File: src/rtl/quic_long_hdr_tx.sv
// QUIC v1 long-header serializer (Initial / 0-RTT / Handshake), one byte per beat, MSB first.
// Latency: first header byte valid the cycle after an accepted start; one byte per cycle with dout_ready=1.
// Backpressure: while dout_valid && !dout_ready the byte, dout_last and state hold; start ignored while busy.
module quic_long_hdr_tx #(
  parameter int          MAX_CID = 20,
  parameter logic [31:0] VERSION = 32'h0000_0001
) (
  input  logic                 clk,
  input  logic                 rst,
  input  logic                 start,
  input  logic [1:0]           pkt_type,
  input  logic [1:0]           pn_len,
  input  logic [31:0]          pn,
  input  logic [4:0]           dcid_len,
  input  logic [8*MAX_CID-1:0] dcid,
  input  logic [4:0]           scid_len,
  input  logic [8*MAX_CID-1:0] scid,
  input  logic [15:0]          payload_len,
  output logic [7:0]           dout,
  output logic                 dout_valid,
  input  logic                 dout_ready,
  output logic                 dout_last,
  output logic                 busy,
  output logic                 err
);

  localparam logic [4:0] MAX_CID_L = 5'(MAX_CID);

  typedef enum logic [3:0] {
    S_IDLE, S_FIRST, S_VER, S_DCIL, S_DCID, S_SCIL, S_SCID, S_TOKL, S_LEN, S_PN
  } state_t;

  state_t      state;
  logic [4:0]  cnt;

  // Fields captured on an accepted start
  logic [1:0]  type_q;
  logic [1:0]  pn_len_q;
  logic [31:0] pn_q;
  logic [4:0]  dcid_len_q;
  logic [4:0]  scid_len_q;
  logic [7:0]  dcid_q [MAX_CID];
  logic [7:0]  scid_q [MAX_CID];
  logic [16:0] len_q;

  state_t      nxt_state;
  state_t      after_scid;
  logic [4:0]  nxt_cnt;
  logic [7:0]  nxt_byte;
  logic        nxt_last;
  logic [2:0]  len_bytes;
  logic [29:0] len_ext;
  logic [1:0]  ver_sel;
  logic [1:0]  pn_sel;
  logic        bad_start;

  assign bad_start = (pkt_type == 2'b11) || (dcid_len > MAX_CID_L) || (scid_len > MAX_CID_L);
  assign len_ext   = 30'(len_q);
  assign after_scid = (type_q == 2'b00) ? S_TOKL : S_LEN;

  // Size of the minimal varint encoding of the Length field
  always_comb begin
    len_bytes = 3'd4;
    if (len_q < 17'd64)         len_bytes = 3'd1;
    else if (len_q < 17'd16384) len_bytes = 3'd2;
  end

  // Where the serializer goes after the current byte is handshaken
  always_comb begin
    nxt_state = state;
    nxt_cnt   = cnt + 5'd1;
    case (state)
      S_FIRST: begin nxt_state = S_VER; nxt_cnt = 5'd0; end
      S_VER:   if (cnt[1:0] == 2'd3) begin nxt_state = S_DCIL; nxt_cnt = 5'd0; end
      S_DCIL:  begin
        nxt_cnt   = 5'd0;
        nxt_state = (dcid_len_q == 5'd0) ? S_SCIL : S_DCID;
      end
      S_DCID:  if ((cnt + 5'd1) == dcid_len_q) begin nxt_state = S_SCIL; nxt_cnt = 5'd0; end
      S_SCIL:  begin
        nxt_cnt   = 5'd0;
        nxt_state = (scid_len_q == 5'd0) ? after_scid : S_SCID;
      end
      S_SCID:  if ((cnt + 5'd1) == scid_len_q) begin nxt_state = after_scid; nxt_cnt = 5'd0; end
      S_TOKL:  begin nxt_state = S_LEN; nxt_cnt = 5'd0; end
      S_LEN:   if ((cnt[2:0] + 3'd1) == len_bytes) begin nxt_state = S_PN; nxt_cnt = 5'd0; end
      S_PN:    if (cnt[1:0] == pn_len_q) begin nxt_state = S_IDLE; nxt_cnt = 5'd0; end
      default: begin nxt_state = S_IDLE; nxt_cnt = 5'd0; end
    endcase
  end

  // Byte to present in the next state/position, taken from the captured fields
  always_comb begin
    nxt_byte = 8'h00;
    nxt_last = 1'b0;
    ver_sel  = 2'd3 - nxt_cnt[1:0];
    pn_sel   = pn_len_q - nxt_cnt[1:0];
    case (nxt_state)
      S_VER:  nxt_byte = VERSION[{ver_sel, 3'b000} +: 8];
      S_DCIL: nxt_byte = {3'b000, dcid_len_q};
      S_DCID: nxt_byte = dcid_q[nxt_cnt];
      S_SCIL: nxt_byte = {3'b000, scid_len_q};
      S_SCID: nxt_byte = scid_q[nxt_cnt];
      S_TOKL: nxt_byte = 8'h00;
      S_LEN: begin
        if (len_bytes == 3'd1) begin
          nxt_byte = {2'b00, len_ext[5:0]};
        end else if (len_bytes == 3'd2) begin
          nxt_byte = (nxt_cnt[1:0] == 2'd0) ? {2'b01, len_ext[13:8]} : len_ext[7:0];
        end else begin
          case (nxt_cnt[1:0])
            2'd0:    nxt_byte = {2'b10, len_ext[29:24]};
            2'd1:    nxt_byte = len_ext[23:16];
            2'd2:    nxt_byte = len_ext[15:8];
            default: nxt_byte = len_ext[7:0];
          endcase
        end
      end
      S_PN: begin
        nxt_byte = pn_q[{pn_sel, 3'b000} +: 8];
        nxt_last = (nxt_cnt[1:0] == pn_len_q);
      end
      default: nxt_byte = 8'h00;
    endcase
  end

  // Header FSM: capture on start, advance one byte per handshake, registered outputs
  always_ff @(posedge clk) begin
    if (rst) begin
      state      <= S_IDLE;
      cnt        <= 5'd0;
      dout       <= 8'h00;
      dout_valid <= 1'b0;
      dout_last  <= 1'b0;
      busy       <= 1'b0;
      err        <= 1'b0;
    end else begin
      err <= 1'b0;
      if (state == S_IDLE) begin
        if (start) begin
          if (bad_start) begin
            err <= 1'b1;
          end else begin
            type_q     <= pkt_type;
            pn_len_q   <= pn_len;
            pn_q       <= pn;
            dcid_len_q <= dcid_len;
            scid_len_q <= scid_len;
            for (int i = 0; i < MAX_CID; i++) begin
              dcid_q[i] <= dcid[8*(MAX_CID-1-i) +: 8];
              scid_q[i] <= scid[8*(MAX_CID-1-i) +: 8];
            end
            len_q      <= {1'b0, payload_len} + {15'd0, pn_len} + 17'd1;
            state      <= S_FIRST;
            cnt        <= 5'd0;
            dout       <= {2'b11, pkt_type, 2'b00, pn_len};
            dout_valid <= 1'b1;
            dout_last  <= 1'b0;
            busy       <= 1'b1;
          end
        end
      end else if (dout_valid && dout_ready) begin
        state <= nxt_state;
        cnt   <= nxt_cnt;
        if (nxt_state == S_IDLE) begin
          dout       <= 8'h00;
          dout_valid <= 1'b0;
          dout_last  <= 1'b0;
          busy       <= 1'b0;
        end else begin
          dout      <= nxt_byte;
          dout_last <= nxt_last;
        end
      end
    end
  end

endmodule

File: config.mk
export PLATFORM = sky130hd
export DESIGN_NAME = quic_long_hdr_tx
export DESIGN_NICKNAME = d
export VERILOG_FILES = /design/src/rtl/quic_long_hdr_tx.sv
export SDC_FILE = /design/constraint.sdc
export NUM_CORES = 1
export LEC_CHECK = 0
export ABC_AREA = 1
export ABC_CLOCK_PERIOD_IN_PS = 21200
export CAP_MARGIN = 20
export CORE_MARGIN = 1
export CORE_UTILIZATION = 40
export CTS_BUF_LIST = sky130_fd_sc_hd__clkbuf_8
export DETAILED_ROUTE_END_ITERATION = 6
export PLACE_DENSITY_LB_ADDON = 0.15
export SLEW_MARGIN = 20
export SYNTH_ARGS = -nofsm -noshare
export SYNTH_HDL_FRONTEND = slang
export SYNTH_SLANG_ARGS = --single-unit
File: constraint.sdc
create_clock -name clk -period 21.2 [get_ports clk]
set_input_delay 4.24 -clock clk [delete_from_list [all_inputs] [get_ports clk]]
set_output_delay 4.24 -clock clk [all_outputs]
set_load 0.01 [all_outputs]
# Word-level counts from Yosys, hierarchy flattened
# Memories as Yosys holds them, arrays and structs flattened.
# Index checks and enable logic that the tools add are counted.
dict set report totals {
  latchBits 0
  mem_bits_rw 320
  n_memories 2
  register_bits 83
  rom_bits 0
  in_bits 386
}
# name depth word_bits rd rd_ports_with_merged_regs write_ports line
set mem_list {}
lappend mem_list {dcid_q 20 8 1 0 20 42} ;# logic [7:0] dcid_q [MAX_CID];
lappend mem_list {scid_q 20 8 1 0 20 43} ;# logic [7:0] scid_q [MAX_CID];
dict set report op_classes {
  n_addsub 6
  n_bitwise 4
  div 0
  n_eq_ne 29
  n_mux 52
  n_mul 0
  shifts 2
  magnitude_cmp 4
  n_reduce_logical 15
}
# cell n
set op_table {}
lappend op_table {{$mux 8} 8}
lappend op_table {{$pmux 8 s7} 1}
lappend op_table {{$mux 5} 9}
lappend op_table {{$mux 4} 11}
lappend op_table {{$pmux 4 s9} 1}
lappend op_table {{$shiftx 32x6->8} 1}
lappend op_table {{$shiftx 32x6->8 const A} 1}
lappend op_table {{$eq 4x3->1 const B} 7}
lappend op_table {{$pmux 5 s5} 1}
lappend op_table {{$pmux 8 s3} 1}
lappend op_table {{$mux 1} 18}
lappend op_table {{$add 16x2->17} 1}
lappend op_table {{$add 17x1->17 const B} 1}
lappend op_table {{$lt 17x15->1 const B} 1}
lappend op_table {{$lt 17x7->1 const B} 1}
lappend op_table {{$eq 4x2->1 const B} 4}
lappend op_table {{$eq 4x4->1 const B} 4}
lappend op_table {{$eq 5x5->1} 2}
lappend op_table {{$gt 5x5->1 const B} 2}
lappend op_table {{$logic_not 5->1} 2}
lappend op_table {{$logic_not 4->1} 2}
lappend op_table {{$reduce_and 4->1} 2}
lappend op_table {{$eq 2x2->1 const B} 3}
lappend op_table {{$mux 3} 2}
lappend op_table {{other kinds (18)} 26}

# Longest topological paths before layout
# Gate-level depths: netlist of the first run.
dict set report logic_depth {
  word_depth 14
  ltp_mapped 28
  ltp_nobuf 25
}

# Least setup slack after synthesis of the first run
# OpenSTA, ideal clock, no wires.
dict set report synth_path {
  path_type {in2reg}
  start {in dcid_len[1]}
  end {mem dcid_q[0][0] (enable)}
  setup_time_ns 1.007
  n_path_buf 0
  t_arrival_ns 18.139
  setup_slack_ns 2.054
  stages 7
  path_cell_list {o21ai_0 inv_1 o21ai_0 nand3_1 nor2_1 inv_1 nor2_1}
}
# element line
set synth_rtl {}
lappend synth_rtl {{start: declaration} 14} ;# input logic [4:0] dcid_len,
lappend synth_rtl {{end: declaration} 42}

==> results of run 1 <==
## cell usage after synthesis (9+ instances only)
cell,number,area (um2)
a21oi_1,39,195.2
buf_2,27,135.1
buf_6,16,180.2
clkbuf_1,18,67.56
dfxtp_1,20,400.4
edfxtp_1,383,11500
inv_1,193,724.4
nand2_1,463,1738
nand3_1,152,760.7
nand3b_1,27,202.7
nand4_1,34,212.7
nor2_1,157,589.3
nor2_2,9,56.30
o21ai_0,72,360.4
o21ai_1,24,120.1
or2_1,10,62.56
or2_2,23,143.9
## metrics by stage
| stage | worst slack [ns] | cell area [um2] |
|---|---|---|
| finish | 14.02 | 23770 |
| global route | 13.77 | 23770 |
| CTS | 13.97 | 23760 |
| detailed placement | 13.30 | 22550 |
| global placement | 13.35 | 22550 |
| floorplan | 2.054 | 18140 |
## power breakdown
group | switching [mW] | internal, mW
sequential | 0.00710 | 0.899
clock | 0.315 | 0.312
combinational | 0.0567 | 0.0787
## registers in the layout, indices dropped and copies added, names as in the netlist
signal	count
len_q	17
scid_q	160
dout	8
state	4
dcid_len_q	5
pn_len_q	2
err	1
dcid_q	160
type_q	2
scid_len_q	5
cnt	5
busy	1
pn_q	32
dout_last	1
## worst reg2reg max path, cell delays in order (launching register included)
cell	delay [ns]
dfxtp_1	0.63
ha_1	0.28
inv_1	0.09
ha_1	0.51
nand2_1	0.09
inv_1	0.07
nor2_1	0.04
nand3_1	0.09
nor2_2	0.05
nand3_2	0.10
nand3_1	0.09
nand2_1	0.14
inv_2	0.06
nand3_4	0.24
clkinv_4	0.32
nand2_2	0.62
inv_1	0.46
nand2_1	0.15
nand3_1	0.07
nand3_1	0.20
nand3_1	0.10
nor2_1	0.36
nand3_1	0.22
nor2_1	0.12
nor2_1	0.05
## area by class of cell
type,instances,area [um2],share of cell area
Sequential cell,403,11900,0.5007
Multi-Input combinational cell,1076,5072,0.2134
Timing Repair Buffer,409,4076,0.1715
Clock buffer,71,977.2,0.04111
Inverter,202,763.2,0.03211
Tap cell,592,740.7,0.03116
Clock inverter,49,226.5,0.009527
Antenna cell,5,12.51,0.0005264
## layer usage
| metal | GRT usage | share of wire |
|---|---|---|
| met1 | 0.3077 | 0.43 |
| met2 | 0.3804 | 0.48 |
| met3 | 0.05761 | 0.073 |
| met4 | 0.06452 | 0.020 |
| met5 | 0 | 0.00099 |
## kinds of logic (layout without fill, tap and decap cells)
logic type / Yosys count / after routing / share of synthesized area
other: 0 / 5 / 0
flip-flops: 403 / 403 / 0.6561
AO/OA/AOI/OAI: 152 / 152 / 0.04532
adder cells (fa/ha/maj): 6 / 6 / 0.004553
buffers and inverters: 270 / 731 / 0.06587
multiplexers: 5 / 5 / 0.002759
AND/OR/NAND/NOR: 898 / 898 / 0.2181
XOR/XNOR: 15 / 15 / 0.007243
## cell usage in the layout, fill, tap and decap left out, types with 3 or more instances in the layout
cell type	n
nor3_1	7
dfxtp_1	20
nor2_4	3
inv_2	7
o21ai_1	24
xor2_1	8
o21ai_0	72
inv_1	215
or2_1	10
ha_1	5
a41oi_1	3
clkinvlp_4	4
nand4_1	34
nand2_1	463
diode_2	5
clkinv_2	6
clkbuf_8	71
or2_2	23
nand3_1	152
nor2_2	9
nand3b_1	27
clkinv_1	15
xnor2_1	7
buf_4	11
nor2_1	154
nand2_2	6
nand3_2	3
clkdlybuf4s50_1	397
edfxtp_1	383
mux2i_1	5
a21oi_1	39
## worst max-delay path by stage
stage | to | slack (ns) | cells past startpoint
CTS | scid_q[6][6] | 13.97 | 10
finish | scid_q[6][6] | 14.02 | 10
global route | dcid_q[16][2] | 13.77 | 10
floorplan | dcid_q[0][0] | 2.05 | 7
detailed placement | dcid_q[4][0] | 13.30 | 10
global placement | dcid_q[4][0] | 13.35 | 10
==> results_dict.tcl, run 1 <==
set metrics [dict create \
    status "complete, no violations" \
    max_stage_delay_ns 0.85 \
    yosysWarnings 0 \
    drv_slew 0 \
    min_period_over_period 0.3389 \
    rows 77 \
    overflow 0 \
    drtPass1Iterations 6 \
    hold_class "reg -> reg" \
    die_y_um 214.9 \
    wl_mm 53.37 \
    layout-drive-gt1-share 0.07104 \
    place_inst 2682 \
    cellLeakagePower_nw 9.179 \
    critPathKind "in -> reg" \
    ant_nets 0 \
    grt_pass1_wl_mm 80.57 \
    post-route-util 0.5340 \
    antenna_found_initial 9 \
    holdWs_ns 0.4902 \
    viasPerCell 4.900 \
    required_ns 21.45 \
    cp_slowest_cell "buf_4" \
    cts-root-buf "clkbuf_8" \
    max-cap-violations 0 \
    rr_worst_depth 24 \
    num_vias 13755 \
    fp.dieW_um 214.9 \
    path_cells "clkdlybuf4s50_1, o21ai_0, inv_1, o21ai_0, nand3_1, nor2_1, inv_1, nor2_4, buf_4, buf_4" \
    avgSynthCellArea_um2 10.37 \
    grt_max_degree 186 \
    grt_pass1_vias 13735 \
    clk_latency_ns 0.64 \
    hp-start "state[2]" \
    synth_flop_cell "edfxtp_1" \
    fmax_mhz 139.2 \
    crit-reg2reg-launch "cnt[0]" \
    fin_skew_ns 0.02625 \
    hpwl_mm 37.51 \
    ys_ff_latch 403 \
    num-fill-cells 3994 \
    p_per_area_nw_per_um2 70.21 \
    area_delta_synth_final_pct 31.05 \
    drc_errors 0 \
    dieArea_um2 46200 \
    syn_nets 2141 \
    syn_inst 1749 \
    p_total_mw 1.669 \
    core-area_um2 44510 \
    clock_path_buffers 3 \
    setup_violations 0 \
    io_pins 398 \
    finalSetupTns_ns 0 \
    h-tree-depth 3 \
    cts_resized 0 \
    cp_num_buf_inv 5 \
    routabilityCongestion 0.8794 \
    tightestPinTransition_ns 1.060 \
    nNetsFinal 2554 \
    clock_sinks 403 \
    cts_tree "built" \
    drt-initial-drc-count 1103 \
    hold_end "state[2]" \
    grt_use_total 0.2329 \
    hold_viol 0 \
    port-buffer-count 397 \
    synth_cell_types 47 \
    wire_per_inst_um 19.01 \
    grt_setup_unrepaired "false" \
    post_cts_buffers 0 \
    ctsHoldBuffers 0 \
    synth-seq-area-share 0.6561 \
    final_cells 2807 \
    cp-end-kind "flip-flop" \
    initial_core_util 0.4075 \
    cts_buffers 70 \
    crit_fanout 79 \
    cp-startpoint "dcid_len[1]" \
    r2r_setup_slack_ns 15.94 \
    slew-limit-headroom 0.2933 \
    synth_edf_count 383 \
    crit_family "buffers and inverters" \
    async_reset_ff_frac 0 \
    clk_pin_slew_ns 0.06 \
    post-route-min-period_ns 7.184 \
    r2r_end "dout[1]" \
    cp-start-kind "input pin" \
    syn_area_um2 18140 \
    cp.arrival_ns 7.44 \
    min_delay_path_depth 2 \
    vdd_ir_drop_max_mv 0.04785 \
]
(Power assumes the default switching activity.)
==> inputs of run 2 (changes only) <==
--- a/config.mk
+++ b/config.mk
@@ -6,7 +6,7 @@
 export NUM_CORES = 1
 export LEC_CHECK = 0
 export ABC_AREA = 1
-export ABC_CLOCK_PERIOD_IN_PS = 21200
+export ABC_CLOCK_PERIOD_IN_PS = 6600
 export CAP_MARGIN = 20
 export CORE_MARGIN = 1
 export CORE_UTILIZATION = 40
==> constraint.sdc (replaced) <==
create_clock -name clk -period 6.6 [get_ports clk]
set_input_delay 1.32 -clock clk [delete_from_list [all_inputs] [get_ports clk]]
set_output_delay 1.32 -clock clk [all_outputs]
set_load 0.01 [all_outputs]
==> results_dict.tcl, run 2 (synthesized netlist as in run 1, its figures left out) <==
set metrics [dict create \
    status "complete, no violations" \
    setup_violations 0 \
    swShare 0.2329 \
    hold_end "dout[3]" \
    die_y_um 214.9 \
    clock_sinks 403 \
    r2r_setup_slack_ns 1.52 \
    pwr-share-seq 0.531 \
    clk_latency_ns 0.66 \
    layout_commonest_cell "nand2_1" \
    num_vias 13890 \
    layout-drive-gt1-share 0.07775 \
    max-cap-violations 0 \
    wire_per_inst_um 19.99 \
    hpwl_mm 40.54 \
    cts_resized 0 \
    grt_pass1_vias 13830 \
    cts_buffers 72 \
    cp-start-kind "flip-flop" \
    dieArea_um2 46200 \
    fin_skew_ns 0.03762 \
    fmax_mhz 196.9 \
    cts-root-buf "clkbuf_8" \
    crit-reg2reg-launch "cnt[0]" \
    p_total_mw 5.486 \
    hold_viol 0 \
    min_delay_path_depth 2 \
    grt_setup_unrepaired "false" \
    p_int_mw 4.208 \
    pre_cts_ws_ns 1.512 \
    drt-initial-drc-count 1095 \
    drtPass1Iterations 6 \
    crit_fanout 74 \
    clock_path_buffers 3 \
    ant_nets 0 \
    clk_pin_slew_ns 0.06 \
    post_cts_buffers 0 \
    port-buffer-count 397 \
    p_per_area_nw_per_um2 228.7 \
    grt_pass1_wl_mm 83.43 \
    rows 77 \
    antenna_found_initial 6 \
    hp-start "dout[3]" \
    io_pins 398 \
    hold_class "reg -> reg" \
    critPathKind "reg -> reg" \
    cp.arrival_ns 5.61 \
    viasPerCell 4.924 \
    num-fill-cells 4042 \
    reg.largest.list "dcid_q: 160 flops, scid_q: 160 flops, pn_q: 32 flops" \
    rr_worst_depth 26 \
    nNetsFinal 2562 \
    wl_mm 56.38 \
    routabilityCongestion 0.9171 \
    cellLeakagePower_nw 9.269 \
    h-tree-depth 3 \
    clockPowerShare 0.387 \
    grt_max_degree 78 \
    initial_core_util 0.4075 \
    grt_use_total 0.2423 \
    post-route-min-period_ns 5.079 \
    overflow 0 \
    slew-limit-headroom 0.4279 \
    layout_common_cells "463 x nand2_1, 397 x clkdlybuf4s50_1, 383 x edfxtp_1" \
    drv_slew 0 \
    cts_tree "built" \
    area_delta_synth_final_pct 32.22 \
    cp-end-kind "flip-flop" \
    pwr-share-comb 0.083 \
    vdd_ir_drop_max_mv 0.1616 \
    drc_errors 0 \
    final_cells 2821 \
    required_ns 7.13 \
    min_period_over_period 0.7695 \
    tightestPinTransition_ns 0.8582 \
    fp.dieW_um 214.9 \
    r2r_end "dout[3]" \
    layout_setup_ws_ns 1.521 \
    power_switching_mw 1.278 \
    ctsHoldBuffers 0 \
    place_inst 2687 \
    core-area_um2 44510 \
]
run 2: changes by cell type in the layout (fill, tap and decap cells not counted), moves of 3 or more:
cell and change:
clkinv_1 +6, clkbuf_8 +4, o21ai_0 -4, clkinv_2 +6
buf_12 +5, inv_1 -5, o21ai_1 +3
run 2: layout make-up:
| type | instances | area, um2 | share of cell area |
|---|---|---|---|
| flip-flops and latches | 403 | 11900 | 0.4962 |
| well taps | 592 | 740.7 | 0.03088 |
| multi-input cells | 1076 | 5079 | 0.2118 |
| clock buffers | 75 | 1032 | 0.04304 |
| inverters | 202 | 764.5 | 0.03188 |
| repair buffers | 415 | 4204 | 0.1753 |
| diodes | 4 | 10.01 | 0.0004174 |
| clock inverters | 54 | 251.5 | 0.01049 |
run 2: routing by layer:
metal / up-vias / wire, um / GRT usage
met2: 504 / 27090 / 0.3975
met1: 6555 / 24680 / 0.3264
met3: 85 / 3527 / 0.04841
li1: 6744 / - / -
met5: - / 11 / 0
met4: 2 / 1067 / 0.06643
run 2: worst max-delay path by stage:
stage	from	endpoint	slack (ns)	depth (start not counted)
floorplan	dcid_len[1]	dcid_q[0][0]	-0.45	7
global route	cnt[0]	dout[3]	1.04	26
global placement	cnt[0]	dout[2]	1.43	21
finish	cnt[0]	dout[3]	1.52	26
detailed placement	cnt[0]	dout[3]	1.51	26
CTS	cnt[0]	dout[3]	1.52	26
run 2: power groups by stage:
stage / Combinational (mW) / Sequential [mW] / Clock [mW]
5_1_grt: 0.489 / 2.91 / 2.28
4_1_cts: 0.459 / 2.91 / 2.18
3_3_place_gp: 0.453 / 2.96 / 0
6_report: 0.454 / 2.91 / 2.12
2_1_floorplan: 0.134 / 2.97 / 0
3_5_place_dp: 0.456 / 2.96 / 0
run 2: worst max-delay path, cell delays in order (launching register included):
cell     delay [ns]
dfxtp_1        0.56
ha_1           0.26
inv_1          0.09
ha_1           0.44
nand2_1        0.08
inv_1          0.06
nor2_1         0.04
nand3_1        0.09
nor2_2         0.05
nand3_2        0.11
nand3_1        0.09
nand2_1        0.13
inv_2          0.06
nand3_4        0.42
buf_4          0.72
buf_4          0.55
nand2_1        0.11
nand2_1        0.11
nand2_1        0.05
nand3_1        0.15
nand3_1        0.10
nand2_1        0.21
nand2_1        0.15
nand2_1        0.09
nand3_1        0.06
nand2_1        0.06
a21oi_1        0.07
run 2: through the flow:
step / util / instance area, um2 / setup TNS [ns] / hold WS [ns]
2_1_floorplan: - / 18150 / -145.11 / 0.4584
3_3_place_gp: 0.5087 / 22640 / 0 / 0.4711
3_5_place_dp: 0.5093 / 22670 / 0 / 0.4769
4_1_cts: 0.5381 / 23950 / 0 / 0.4857
5_1_grt: 0.5388 / 23980 / 0 / 0.5078
6_report: 0.5388 / 23980 / 0 / 0.4809
==> inputs of run 3 (changes only) <==
--- a/config.mk
+++ b/config.mk
@@ -6,7 +6,7 @@
 export NUM_CORES = 1
 export LEC_CHECK = 0
 export ABC_AREA = 1
-export ABC_CLOCK_PERIOD_IN_PS = 6600
+export ABC_CLOCK_PERIOD_IN_PS = 4800
 export CAP_MARGIN = 20
 export CORE_MARGIN = 1
 export CORE_UTILIZATION = 40
==> constraint.sdc (replaced) <==
create_clock -name clk -period 4.8 [get_ports clk]
set_input_delay 0.96 -clock clk [delete_from_list [all_inputs] [get_ports clk]]
set_output_delay 0.96 -clock clk [all_outputs]
set_load 0.01 [all_outputs]
==> results_dict.tcl, run 3 (synthesized netlist as in run 1, its figures left out) <==
set metrics [dict create \
    placed_area_um2 22710 \
    tightestPinTransition_ns 0.8194 \
    crit_fanout 28 \
    grt_max_degree 135 \
    post_cts_buffers 0 \
    h-tree-depth 3 \
    overflow 0 \
    drc_errors 0 \
    status "complete, no violations" \
    required_ns 5.33 \
    clock_sinks 403 \
    slew-limit-headroom 0.4537 \
    p_int_mw 5.764 \
    grt_pass1_vias 13740 \
    port-buffer-count 397 \
    holdWs_ns 0.4974 \
    fp.dieW_um 214.9 \
    rows 77 \
    setup_violations 0 \
    area_delta_synth_final_pct 32.13 \
    max-cap-violations 0 \
    post-route-util 0.5385 \
    reg.largest.list "dcid_q: 160 flops, scid_q: 160 flops, pn_q: 32 flops" \
    wl_mm 55.29 \
    clock_path_buffers 3 \
    clockPowerShare 0.384 \
    layout-drive-gt1-share 0.07914 \
    antenna_found_initial 8 \
    ctsHoldBuffers 0 \
    routabilityCongestion 0.9022 \
    grt_use_total 0.2393 \
    num_vias 13896 \
    finalSetupTns_ns 0 \
    wire_per_inst_um 19.59 \
    clk_pin_slew_ns 0.06 \
    pwr-share-seq 0.535 \
    viasPerCell 4.922 \
    num-fill-cells 4006 \
    cellLeakagePower_nw 9.269 \
    io_pins 398 \
    drtPass1Iterations 5 \
    power_switching_mw 1.725 \
    layout_common_cells "463 x nand2_1, 397 x clkdlybuf4s50_1, 383 x edfxtp_1" \
    hold_class "reg -> reg" \
    die_y_um 214.9 \
    cp-end-kind "flip-flop" \
    cts_buffers 70 \
    layout_setup_ws_ns 0.4812 \
    pwr-share-comb 0.082 \
    min_period_over_period 0.8998 \
    drt-initial-drc-count 1270 \
    grt_pass1_wl_mm 82.30 \
    grt_setup_unrepaired "false" \
    hpwl_mm 40.48 \
    cts_resized 0 \
    dieArea_um2 46200 \
    drv_slew 0 \
    core-area_um2 44510 \
    fin_skew_ns 0.03130 \
    cts_tree "built" \
    cts-root-buf "clkbuf_8" \
    stdcell_area_um2 23970 \
    cp.arrival_ns 4.85 \
    nNetsFinal 2567 \
    fmax_mhz 231.5 \
    p_per_area_nw_per_um2 312.5 \
    initial_core_util 0.4075 \
    hold_viol 0 \
    critPathKind "reg -> reg" \
    vdd_ir_drop_max_mv 0.1868 \
    swShare 0.2303 \
    pre_cts_ws_ns 0.5617 \
    clk_latency_ns 0.64 \
    ant_nets 0 \
    cp-start-kind "flip-flop" \
    layout_commonest_cell "nand2_1" \
    post-route-min-period_ns 4.319 \
]
## run 3: changes by cell type in the layout (fill, tap and decap cells not counted)
cell,change
buf_12,-1
inv_6,+2
buf_4,+9
clkbuf_8,-4
inv_8,-1
buf_16,-1
clkinv_2,-2
diode_2,+3
clkinv_1,-4
bufinv_16,+1
## run 3: metrics by stage
step / total power, mW / std cells
finish: 7.489 / 2823
global route: 7.759 / 2822
CTS: 7.576 / 2816
detailed placement: 4.692 / 2695
global placement: 4.690 / 2695
floorplan: 4.265 / 1749
## run 3: final timing paths
path / startpoint / to / slack, ns / cells after the start
setup / recovery: cnt[1] / dout[1] / 0.48 / 25
hold / removal: dout_last / dout_last / 0.50 / 2
setup reg to reg: cnt[1] / dout[1] / 0.48 / 25
hold reg to reg: dout_last / dout_last / 0.50 / 2
## run 3: power by group through the flow
stage | clock network [mW] | logic (mW) | registers (mW)
after global placement | 0 | 0.615 | 4.08
after global routing | 3.09 | 0.660 | 4.01
after detailed placement | 0 | 0.616 | 4.08
after floorplan | 0 | 0.184 | 4.08
after CTS | 2.95 | 0.619 | 4.00
final | 2.87 | 0.612 | 4.00
## run 3: per-layer routing
layer | up-vias | global-route usage | wire, um
met5 | - | 0 | 11
met2 | 492 | 0.3867 | 26380
li1 | 6740 | - | -
met1 | 6572 | 0.3181 | 23930
met3 | 90 | 0.04982 | 3554
met4 | 2 | 0.08571 | 1423
## run 3: area by class of cell
cell class                 count  area, um2  area share
clock buffer                  71      977.2     0.04077
sequential                   403      11900      0.4966
timing repair buffer         422       4224      0.1762
antenna                        7      17.52   0.0007309
multi-input combinational   1076       5079      0.2119
inverter                     202      763.2     0.03185
tap                          592      740.7     0.03091
clock inverter                50      264.0     0.01102
## run 3: critical path, cell delays in order, from the launching register on
cell and delay, ns:
dfxtp_1 0.40, ha_1 0.21, inv_1 0.09, ha_1 0.47
nand2_1 0.08, inv_1 0.06, nor2_1 0.04, nand3_1 0.10
nor2_2 0.05, nand3_2 0.10, nand3_1 0.08, nand2_1 0.11
inv_2 0.05, nand3_4 0.07, buf_4 0.31, clkinv_4 0.29
nand2_2 0.34, inv_1 0.30, nand2_1 0.13, nand3_1 0.07
nand3_1 0.12, nand3_1 0.08, nor2_1 0.33, nand3_1 0.12
nor2_1 0.09, nor2_1 0.04
